--- config.mk ---
export PLATFORM = sky130hd
export DESIGN_NAME = tmds_ddr_sequencer_flat
export DESIGN_NICKNAME = d
export VERILOG_FILES = /design/src/rtl/tmds_ddr_sequencer_pkg.sv /design/src/rtl/tmds_ddr_sequencer_if.sv /design/src/rtl/tmds_ddr_sequencer_slicer.sv /design/src/rtl/tmds_ddr_sequencer.sv /design/src/flat_wrapper.sv
export SDC_FILE = /design/constraint.sdc
export NUM_CORES = 1
export LEC_CHECK = 0
export BUFFER_PORTS_ARGS = -buffer_cell sky130_fd_sc_hd__buf_2
export CORE_MARGIN = 2
export CORE_UTILIZATION = 45
export DETAILED_ROUTE_END_ITERATION = 12
export MAX_ROUTING_LAYER = met4
export PLACE_DENSITY = 0.65
export SYNTH_ARGS = -nofsm -noshare
export SYNTH_HDL_FRONTEND = slang
export SYNTH_SLANG_ARGS = --single-unit
--- constraint.sdc ---
create_clock -name clk -period 2.2 [get_ports clk]
set_input_delay 0.44 -clock clk [delete_from_list [all_inputs] [get_ports clk]]
set_output_delay 0.44 -clock clk [all_outputs]
set_load 0.02 [all_outputs]
--- src/rtl/tmds_ddr_sequencer_pkg.sv ---
// Shared HDMI transmitter constants and types.
// Used by the TMDS DDR output sequencer and its pair slicer.
package hdmi_pkg;

  localparam int TMDS_W = 10;
  localparam int PAIRS  = 5;
  localparam int LANES  = 4;

  localparam logic [TMDS_W-1:0] IDLE_SYM = 10'h354;
  localparam logic [TMDS_W-1:0] CLK_PAT  = 10'h01F;

  typedef enum logic {
    IDLE,
    RUN
  } state_t;

endpackage

--- src/rtl/tmds_ddr_sequencer_if.sv ---
// Valid/ready symbol-triple channel from the TMDS encoders.
// master drives the triple, slave returns ready.
interface tmds_sym_if;
  import hdmi_pkg::*;

  logic [3*TMDS_W-1:0] sym_data;
  logic                sym_valid;
  logic                sym_ready;

  modport master (
    output sym_data,
    output sym_valid,
    input  sym_ready
  );

  modport slave (
    input  sym_data,
    input  sym_valid,
    output sym_ready
  );

endinterface

--- src/rtl/tmds_ddr_sequencer_slicer.sv ---
// Selects the (D0, D1) bit pair of a TMDS word for a phase.
// Phase k yields bits 2k and 2k+1 (LSB first).
module tmds_pair_slicer
  import hdmi_pkg::*;
(
  input  logic [TMDS_W-1:0] word,
  input  logic [2:0]        phase,
  output logic              d0,
  output logic              d1
);

  always_comb begin
    d0 = 1'b0;
    d1 = 1'b0;
    unique case (phase)
      3'd0: begin d0 = word[0]; d1 = word[1]; end
      3'd1: begin d0 = word[2]; d1 = word[3]; end
      3'd2: begin d0 = word[4]; d1 = word[5]; end
      3'd3: begin d0 = word[6]; d1 = word[7]; end
      3'd4: begin d0 = word[8]; d1 = word[9]; end
      default: ;
    endcase
  end

endmodule

--- src/rtl/tmds_ddr_sequencer.sv ---
// HDMI ODDR sequencer: one-deep symbol buffer, 5-phase pair
// serialisation, start/stop control and underrun substitution.
module tmds_ddr_sequencer
  import hdmi_pkg::*;
#(
  parameter int CNT_W = 16
) (
  input  logic             clk,
  input  logic             rst_n,
  input  logic             en,
  tmds_sym_if.slave        sym,
  output logic [7:0]       ddr_din,
  output logic             sym_strobe,
  output logic             busy,
  output logic             underrun,
  output logic [CNT_W-1:0] underrun_cnt
);

  localparam int SW = 3 * TMDS_W;

  state_t          state_q;
  state_t          state_d;
  logic [2:0]      p_q;
  logic [2:0]      p_d;
  logic [SW-1:0]   hold_q;
  logic            hold_full;
  logic [SW-1:0]   word_q;
  logic [SW-1:0]   word_d;
  logic [SW-1:0]   load_word;
  logic            consume;
  logic            accept;
  logic            starve;
  logic            emit;
  logic [LANES-1:0] d0;
  logic [LANES-1:0] d1;

  // A stopping link (en=0 at p=4) must not consume, so the
  // hold entry survives the stop and leads after restart.
  assign consume = en & ((state_q == RUN && p_q == 3'd4)
                      | (state_q == IDLE));
  assign sym.sym_ready = !hold_full | consume;
  assign accept = sym.sym_valid & sym.sym_ready;
  assign load_word = hold_full ? hold_q : {3{IDLE_SYM}};
  assign starve = consume & !hold_full & (state_q == RUN);

  always_comb begin
    state_d = state_q;
    p_d     = p_q;
    word_d  = word_q;
    unique case (state_q)
      IDLE: begin
        if (en) begin
          state_d = RUN;
          p_d     = 3'd0;
          word_d  = load_word;
        end
      end
      RUN: begin
        if (p_q != 3'd4) begin
          p_d = p_q + 3'd1;
        end else if (en) begin
          p_d    = 3'd0;
          word_d = load_word;
        end else begin
          state_d = IDLE;
          p_d     = 3'd0;
        end
      end
      default: ;
    endcase
  end

  assign emit = (state_d == RUN);

  for (genvar i = 0; i < LANES - 1; i++) begin : g_lane
    tmds_pair_slicer u_slice (
      .word  (word_d[i*TMDS_W +: TMDS_W]),
      .phase (p_d),
      .d0    (d0[i]),
      .d1    (d1[i])
    );
  end

  tmds_pair_slicer u_clk_slice (
    .word  (CLK_PAT),
    .phase (p_d),
    .d0    (d0[LANES-1]),
    .d1    (d1[LANES-1])
  );

  always_ff @(posedge clk or negedge rst_n) begin
    if (!rst_n) begin
      state_q      <= IDLE;
      p_q          <= 3'd0;
      word_q       <= '0;
      hold_q       <= '0;
      hold_full    <= 1'b0;
      ddr_din      <= 8'h00;
      sym_strobe   <= 1'b0;
      busy         <= 1'b0;
      underrun     <= 1'b0;
      underrun_cnt <= '0;
    end else begin
      state_q    <= state_d;
      p_q        <= p_d;
      word_q     <= word_d;
      ddr_din    <= emit ? {d1, d0} : 8'h00;
      sym_strobe <= emit & (p_d == 3'd0);
      busy       <= emit;
      underrun   <= starve;
      if (starve && !(&underrun_cnt))
        underrun_cnt <= underrun_cnt + 1'b1;
      if (accept) begin
        hold_q    <= sym.sym_data;
        hold_full <= 1'b1;
      end else if (consume) begin
        hold_full <= 1'b0;
      end
    end
  end

endmodule

--- src/flat_wrapper.sv ---
// flat-port wrapper written by rule: the top's interface ports become plain ports
module tmds_ddr_sequencer_flat import hdmi_pkg::*;
#(
  parameter int CNT_W = 16
)
  (clk, rst_n, en, ddr_din, sym_strobe, busy, underrun, underrun_cnt, sym_sym_data, sym_sym_valid, sym_sym_ready);
  tmds_sym_if sym_i ();
  input  logic clk;
  input  logic rst_n;
  input  logic en;
  output logic [7:0] ddr_din;
  output logic sym_strobe;
  output logic busy;
  output logic underrun;
  output logic [CNT_W-1:0] underrun_cnt;
  input wire logic [$bits(sym_i.sym_data)-1:0] sym_sym_data;
  input wire logic [$bits(sym_i.sym_valid)-1:0] sym_sym_valid;
  output wire logic [$bits(sym_i.sym_ready)-1:0] sym_sym_ready;
  assign sym_i.sym_data = sym_sym_data;
  assign sym_i.sym_valid = sym_sym_valid;
  assign sym_sym_ready = sym_i.sym_ready;
  tmds_ddr_sequencer #(.CNT_W(CNT_W)) u_core (.clk(clk), .rst_n(rst_n), .en(en), .sym(sym_i), .ddr_din(ddr_din), .sym_strobe(sym_strobe), .busy(busy), .underrun(underrun), .underrun_cnt(underrun_cnt));
endmodule
==> reports/results.txt, run 1 <==
status - complete, no violations
CTS Sinks - 91
share of layout cells above drive strength 1 - 0.336
peak supply drop - 0.726 mV
Nets - 470
net load switching power - 2.46 mW
height of the die - 99.0 um
clock buffer depth - 2
antenna-violating nets left - 0
Root Driver - clkbuf_8
Detailed Route WL - 8680 um
Synth Net Count - 393
Ports - 62
Worst EP required - 1.76 ns
Critical Path Source Type - flop
H-tree Lvls - 3
remaining routing DRC violations - 0
Core Area - 8720 um^2
R2R cell count - 8
Synth Flop Type - dfrtp_1
Crit. Startpoint - u_core.p_q[1]$_DFF_PN0_
routed len/inst - 15.9 um
slowest stage delay, CP - 0.41 ns
crit-path max FO - 4
Die ar. - 9800 um^2
Max Cap Violations - 0
Switching Fraction - 0.370
CP cell instances - inv_1, ha_2, a21bo_2, nand2_2, nand2_2, buf_4
sequential fraction of design power - 0.398
Via-to-Cell Ratio - 5.48
first-pass GRT wire length - 14600 um
flop-to-flop setup slack - 0.11 ns
Max Fclk - 0.473 GHz
number of CTS-inserted buffers - 9
clk_skew - 0.00553 ns
WP data arrival - 1.67 ns
crit-path most repeated cell - nand2_2
Worst R2R Start - u_core.p_q[1]$_DFF_PN0_
Yosys cell types - 55
Crit Reg-Reg Endpoint - u_core.ddr_din[2]$_DFF_PN0_
sequential element share of the synthesized area - 0.561
gr usage total - 0.193
number of DRC markers in iteration 0 - 182
pwr dens - 1360 nW/um^2
Slew Limit Fails - 0
Synth Instances - 356
largest net degree at the start of global routing - 40
critical path start-end classification - flop to output port
mapped cell area - 4060 um^2
Hold Vio Cnt, Final - 0
CTS tree - done
Slew HR - 0.499
Die X - 99.0 um
synth-to-layout area growth - 20.2%
# rows - 34
hold crit path type - input pin to asynchronous set/reset pin
Post-CTS Hold Fix Bufs - 0
slowest cell on the critical path - dfrtp_1
minimum clock period - 2.11 ns
vias in the first global route - 2941
CP endpoint - sym_sym_ready
number of enable flip-flop cells after synthesis - 0
first-pass detailed-route iteration total - 5
critical path capture point type - output port
setup TNS - 0 ns
RSZ-0062 raised after global routing - no
Port Buffers - 61
Ys Warns - 0
Remaining Overflow, GRT - 0
clk_lat worst skew - 0.36 ns
via count of the routed design - 2992
Clock transition at path regs - 0.08 ns
Mapped Avg Cell Area - 11.4 um^2
Starting Density - 0.465
antenna violations before repair - 0
Worst Tran Pin Value - 0.740 ns
Leak Pwr - 2.28 nW
GPL Wtd Cong - 0.907
DP Area - 4630 um^2
cell area after layout - 4880 um^2
Seq cells post-synth - 91
ys async rst share - 1.00
setup violators final - 0
HPWL after DPL - 6200 um
Tcrit/Tclk final - 0.960
Ant. Diodes - 0
clock power share - 0.156
Gate power share - 0.446
Internal Power - 4.19 mW
-- stage by stage --
stage | total power, mW | cells | setup slack (ns) | hold WS (ns) | utilization
2_1_floorplan | 4.57 | 356 | 0.0557 | 0.144 | -
3_3_place_gp | 5.41 | 527 | 0.117 | 0.448 | 0.531
3_5_place_dp | 5.50 | 527 | 0.0128 | 0.452 | 0.531
4_1_cts | 6.56 | 544 | 0.0165 | 0.0537 | 0.552
5_1_grt | 7.11 | 546 | 0.00307 | 0.0626 | 0.559
6_report | 6.66 | 546 | 0.0875 | 0.0416 | 0.559
-- cell type report --
| class | count | area, um^2 |
|---|---|---|
| fillers | 761 | 3840 |
| inverters | 16 | 62.6 |
| well taps | 108 | 135 |
| flip-flops and latches | 91 | 2280 |
| clock buffers | 13 | 159 |
| repair buffers | 85 | 544 |
| clock inverters | 3 | 22.5 |
| multi-input cells | 230 | 1680 |
-- per-layer routing --
metal	vias to the layer above	share of wire	track usage
met5	-	0	-
met4	0	0.015	0.0695
met3	10	0.053	0.0369
met2	94	0.47	0.291
met1	1438	0.47	0.263
li1	1450	-	-
-- cell usage after synthesis (all sizes together) (8+ instances only) --
cell type	count	share of area
xnor2	8	0.017
buf	9	0.011
nor2	23	0.021
nand2	15	0.014
dfrtp	91	0.56
nor3	8	0.0099
inv	16	0.015
o21ai	9	0.011
nand3	15	0.018
clkbuf	10	0.0092
mux2	31	0.086
a21oi	16	0.020
-- cell families after synthesis --
kind of cell | count (synthesis) | synth area share
and+or+nand+nor | 104 | 0.137
AOI/OAI and AO/OA | 78 | 0.140
adders and majority gates | 3 | 0.00925
xor gates and xnor gates | 13 | 0.0281
muxes | 32 | 0.0885
buffers and inverters | 35 | 0.0358
DFF | 91 | 0.561
-- layout by cell type, fill, tap and decap left out, types with 8 or more instances in the layout --
cell      synthesis  layout
a21oi_1          16      16
buf_2             6      59
buf_4             1      21
clkbuf_8          0      11
dfrtp_1          91      91
inv_1            15      14
mux2_2           31      31
nand2_1          14      13
nand3_1          15      15
nor2_1           23      23
nor3_1            8       8
o21ai_0           9       9
xnor2_1           8       8
-- critical path, delay by kind of cell (launching register included) --
kind	cells	cell delay (ns)
AO/OA/AOI/OAI	1	0.25
adder cells (fa/ha/maj)	1	0.19
buffers and inverters	2	0.23
flip-flops	1	0.41
AND/OR/NAND/NOR	2	0.23
-- flip-flops by register name, summed over array words and instances, names as in the netlist --
register / cells
u_core.underrun_cnt: 16
u_core.sym_strobe: 1
u_core.hold_full: 1
u_core.ddr_din: 8
u_core.underrun: 1
u_core.p_q: 3
u_core.word_q: 30
u_core.hold_q: 30
u_core.busy: 1
-- how the worst min path moves through the flow --
| stage | slack, ns | end | depth (start not counted) | start |
|---|---|---|---|---|
| 2_1_floorplan | 0.14 | u_core.busy$_DFF_PN0_ | 0 | rst_n |
| 6_report | 0.04 | u_core.underrun_cnt[14]$_DFFE_PN0P_ | 1 | rst_n |
| 3_3_place_gp | 0.45 | u_core.hold_q[2]$_DFFE_PN0P_ | 1 | rst_n |
| 4_1_cts | 0.05 | u_core.ddr_din[2]$_DFF_PN0_ | 1 | rst_n |
| 5_1_grt | 0.06 | u_core.ddr_din[2]$_DFF_PN0_ | 1 | rst_n |
| 3_5_place_dp | 0.45 | u_core.hold_q[2]$_DFFE_PN0P_ | 1 | rst_n |
-- power by group through the flow --
stage / registers, mW / clock network (mW) / logic, mW
CTS: 2.65 / 1.07 / 2.84
finish: 2.65 / 1.04 / 2.97
detailed placement: 2.68 / 0 / 2.82
floorplan: 2.68 / 0 / 1.89
global placement: 2.65 / 0 / 2.76
global route: 2.73 / 1.13 / 3.25
-- what timing repair did --
action	in CTS	in global routing
setup endpoints to repair	2	7
pin swaps	0	3
gates cloned	0	0
buffers inserted	1	2
gates resized for setup	0	11
No activity file was read; power rests on OpenSTA's default activity.
==> run 2, diff against run 1 <==
Settings changed: PLACE_DENSITY 0.65 to 0.77.
==> reports/results.txt, run 2 (synthesis results as in run 1) <==
peak supply drop - 0.570 mV
commonest cells after routing, fill and taps aside - dfrtp_1, buf_2, mux2_2, nor2_1, buf_4
Register Area - 2280 um^2
Detailed Route WL - 8870 um
GPL Wtd Cong - 0.849
height of the die - 99.0 um
antenna-violating nets left - 0
DP Area - 4590 um^2
Critical Path Source Type - flop
Leak Pwr - 2.28 nW
Clock transition at path regs - 0.10 ns
H-tree Lvls - 3
fillers - 732
clock buffer depth - 2
share of layout cells above drive strength 1 - 0.343
critical path start-end classification - flop to flop
Via-to-Cell Ratio - 5.67
fin util - 0.563
Tcrit/Tclk final - 0.978
pre-CTS setup slack - -0.00876 ns
largest net degree at the start of global routing - 38
slowest cell on the critical path - or4_4
HPWL after DPL - 6320 um
Hold Vio Cnt, Final - 0
Die X - 99.0 um
Core Area - 8720 um^2
setup violators final - 0
Die ar. - 9800 um^2
commonest non-fill, non-tap cell in the layout - dfrtp_1
Remaining Overflow, GRT - 0
hold crit path type - input pin to asynchronous set/reset pin
minimum clock period - 2.15 ns
gr usage total - 0.192
via count of the routed design - 3079
critical path capture point type - flop
Worst EP required - 2.48 ns
Max Cap Violations - 0
Port Buffers - 61
Ant. Diodes - 0
Ports - 62
status - complete, no violations
CTS Sinks - 91
pwr dens - 1420 nW/um^2
synth-to-layout area growth - 21.0%
number of DRC markers in iteration 0 - 230
vias in the first global route - 3055
routed len/inst - 16.3 um
slowest stage delay, CP - 0.57 ns
largest registers - u_core.hold_q x30, u_core.word_q x30, u_core.underrun_cnt x16
antenna violations before repair - 0
Max Fclk - 0.465 GHz
crit-path max FO - 5
CTS tree - done
Worst Tran Pin Value - 0.735 ns
# rows - 34
Nets - 467
first-pass GRT wire length - 14700 um
Final Worst Setup Slack - 0.0486 ns
remaining routing DRC violations - 0
CP cell instances - buf_4, ha_2, nor2b_1, o21a_1, or4_4, o32ai_4, o2bb2ai_2
Starting Density - 0.465
number of CTS-inserted buffers - 9
WP data arrival - 2.43 ns
Slew Limit Fails - 0
clk_lat worst skew - 0.36 ns
area of the multi-input gates - 1730 um^2
clk_skew - 0.00995 ns
cell area after layout - 4910 um^2
Slew HR - 0.502
Root Driver - clkbuf_8
first-pass detailed-route iteration total - 4
==> run 2: timing repair <==
item / CTS / global route
gates cloned: 0 / 0
setup endpoints to repair: 2 / 6
pin swaps: 0 / 9
resized for setup: 4 / 14
hold buffers: 0 / 0
buffers inserted: 0 / 3
==> run 2: worst paths after layout <==
path / start / to / slack (ns) / cells after the start
worst max-delay path: u_core.p_q[0]$_DFF_PN0_ / u_core.ddr_din[2]$_DFF_PN0_ / 0.05 / 7
worst min-delay path: rst_n / u_core.underrun_cnt[10]$_DFFE_PN0P_ / 0.04 / 1
worst max register to register: u_core.p_q[0]$_DFF_PN0_ / u_core.ddr_din[2]$_DFF_PN0_ / 0.05 / 7
max in group asynchronous: rst_n / u_core.word_q[3]$_DFF_PN0_ / 1.47 / 2
worst min register to register: u_core.word_q[13]$_DFF_PN0_ / u_core.word_q[13]$_DFF_PN0_ / 0.50 / 2
min in group clk: sym_sym_valid / u_core.hold_full$_DFFE_PN0P_ / 0.30 / 2
==> run 2: where the power goes <==
| part | switching [mW] | internal [mW] | leakage [nW] |
|---|---|---|---|
| clock | 0.613 | 0.540 | 0.0950 |
| sequential | 0.319 | 2.34 | 1.12 |
| combinational | 1.71 | 1.43 | 1.07 |
| total | 2.64 | 4.31 | 2.28 |
==> run 2: area by class of cell <==
type                       instances  area share
sequential                        91       0.464
timing repair buffer              82       0.102
tap                              108      0.0275
clock inverter                     6      0.0150
inverter                          16      0.0135
clock buffer                      10      0.0260
multi-input combinational        230       0.352
==> run 2: worst max-delay path, delay by kind of cell, from the launching register on <==
kind | cells | cell delay (ns)
flops | 1 | 0.41
fa+ha+maj | 1 | 0.18
buf+inv | 1 | 0.14
compound gates | 3 | 0.64
simple gates | 2 | 0.70
==> run 2: per-layer routing <==
metal | routed length, um | global-route usage
met1 | 4080 | 0.260
met2 | 4200 | 0.291
met3 | 453 | 0.0440
met4 | 138 | 0.0580
met5 | 0 | -
==> run 2: stage by stage <==
stage           TNS, ns  hold WS (ns)  total power [mW]  instances
3_3_place_gp          0         0.433              5.38        524
5_1_grt         -0.0534        0.0560              7.38        543
4_1_cts               0        0.0494              6.68        540
2_1_floorplan         0         0.144              4.57        356
6_report              0        0.0402              6.95        543
3_5_place_dp   -0.00876         0.444              5.49        524
==> run 3, diff against run 2 <==
--- a/config.mk
+++ b/config.mk
@@ -6,5 +6,5 @@
 export NUM_CORES = 1
 export LEC_CHECK = 0
-export BUFFER_PORTS_ARGS = -buffer_cell sky130_fd_sc_hd__buf_2
+export BUFFER_PORTS_ARGS = -buffer_cell sky130_fd_sc_hd__buf_4
 export CORE_MARGIN = 2
 export CORE_UTILIZATION = 45
==> constraint.sdc (replaced) <==
create_clock -name clk -period 2.2 [get_ports clk]
set_input_delay 0.11 -clock clk [delete_from_list [all_inputs] [get_ports clk]]
set_output_delay 0.11 -clock clk [all_outputs]
set_load 0.02 [all_outputs]
==> reports/results.txt, run 3 (synthesis results as in run 1) <==
largest net degree at the start of global routing - 45
Slew Limit Fails - 0
peak supply drop - 0.651 mV
crit-path max FO - 5
Min Hold Slack - 0.141 ns
commonest cells after routing, fill and taps aside - dfrtp_1, buf_4, dlygate4sd3_1, mux2_2, nor2_1
Hold Crit Depth - 3
final std cells w/o fill - 573
Die ar. - 9800 um^2
setup TNS - 0 ns
routed len/inst - 16.6 um
clk_lat worst skew - 0.36 ns
top routing layer in use - met4
dpl cells - 524
clk_skew - 0.0144 ns
H-tree Lvls - 3
Starting Density - 0.465
WL met1 - 4210 um
area of the multi-input gates - 1700 um^2
Worst EP required - 2.48 ns
Nets - 497
pre-CTS setup slack - 0.00335 ns
antenna violations before repair - 0
met2 WL post-DR - 4570 um
Max Cap Violations - 0
remaining routing DRC violations - 0
Hold Vio Cnt, Final - 0
Via-to-Cell Ratio - 5.56
commonest non-fill, non-tap cell in the layout - dfrtp_1
hold crit path type - input pin to flop
first-pass detailed-route iteration total - 4
minimum clock period - 2.12 ns
slowest stage delay, CP - 0.57 ns
setup violators final - 0
height of the die - 99.0 um
vias in the first global route - 3195
pwr dens - 1280 nW/um^2
Remaining Overflow, GRT - 0
synth-to-layout area growth - 30.4%
Tcrit/Tclk final - 0.962
Register Area - 2280 um^2
status - complete, no violations
Core Area - 8720 um^2
fillers - 684
fin util - 0.607
share of layout cells above drive strength 1 - 0.320
WP data arrival - 2.40 ns
met3 wire len - 556 um
Worst Tran Pin Value - 0.547 ns
critical path start-end classification - flop to flop
GPL Wtd Cong - 0.848
gr usage total - 0.213
first-pass GRT wire length - 16000 um
critical path capture point type - flop
Ports - 62
R2R cell count - 8
Port Buffers - 61
CTS Sinks - 91
number of CTS-inserted buffers - 9
Clock transition at path regs - 0.08 ns
Root Driver - clkbuf_8
number of DRC markers in iteration 0 - 242
via count of the routed design - 3187
# rows - 34
CP cell instances - inv_2, ha_2, nand2_2, and2_4, inv_4, or4_4, o32ai_2, o2bb2ai_1
Detailed Route WL - 9510 um
total design power - 6.77 mW
Max Fclk - 0.472 GHz
Die X - 99.0 um
antenna-violating nets left - 0
DP Area - 4730 um^2
Ant. Diodes - 0
clock buffer depth - 2
cell area after layout - 5290 um^2
CTS tree - done
largest registers - u_core.hold_q x30, u_core.word_q x30, u_core.underrun_cnt x16
slowest cell on the critical path - or4_4
Critical Path Source Type - flop
Leak Pwr - 2.41 nW
Slew HR - 0.631
HPWL after DPL - 6520 um
Final Worst Setup Slack - 0.0826 ns
[run 3: cell count changes in the layout (fill, tap and decap cells not counted), moves of 2 or more]
cell,before,now
buf_2,60,0
buf_4,19,78
dlygate4sd3_1,0,32
clkinv_2,0,2
nor3_1,8,6
nor3_2,0,2
o32ai_2,1,3
o32ai_4,2,0
[run 3: cell type report]
cell class / count / share of cell area
multi-input cells: 230 / 0.321
inverters: 16 / 0.0125
clock inverters: 6 / 0.00780
clock buffers: 10 / 0.0241
repair buffers: 112 / 0.179
flip-flops and latches: 91 / 0.430
well taps: 108 / 0.0255
[run 3: worst paths after layout]
| check | slack [ns] | start | endpoint |
|---|---|---|---|
| max in group asynchronous | 1.22 | rst_n | u_core.hold_q[17]$_DFFE_PN0P_ |
| worst max-delay path | 0.08 | u_core.p_q[0]$_DFF_PN0_ | u_core.ddr_din[1]$_DFF_PN0_ |
| worst min-delay path | 0.14 | en | u_core.word_q[21]$_DFF_PN0_ |
| worst max register to register | 0.08 | u_core.p_q[0]$_DFF_PN0_ | u_core.ddr_din[1]$_DFF_PN0_ |
| min in group asynchronous | 0.28 | rst_n | u_core.hold_q[2]$_DFFE_PN0P_ |
| worst min register to register | 0.50 | u_core.word_q[3]$_DFF_PN0_ | u_core.word_q[3]$_DFF_PN0_ |
[run 3: metal layers]
layer	up-vias	GRT usage
met4	0	0.0706
met1	1561	0.298
met3	16	0.0376
li1	1497	-
met2	113	0.317
met5	-	-
[run 3: worst max-delay path, delay by kind of cell (launching register included)]
kind	cells	cell delay (ns)
simple gates	3	0.84
flops	1	0.41
fa+ha+maj	1	0.27
buf+inv	2	0.11
compound gates	2	0.42
[run 3: repair_timing]
item | in CTS | in global routing
gates resized for setup | 1 | 14
pin swaps | 0 | 2
hold buffers | 32 | 0
endpoints found under the setup margin | 1 | 9
buffers inserted | 0 | 1
endpoints found under the hold margin | 72 | 0
[run 3: report_power, final]
| part | internal [mW] | switching (mW) |
|---|---|---|
| sequential | 2.34 | 0.334 |
| clock | 0.411 | 0.596 |
| combinational | 1.43 | 1.66 |
| total | 4.18 | 2.59 |
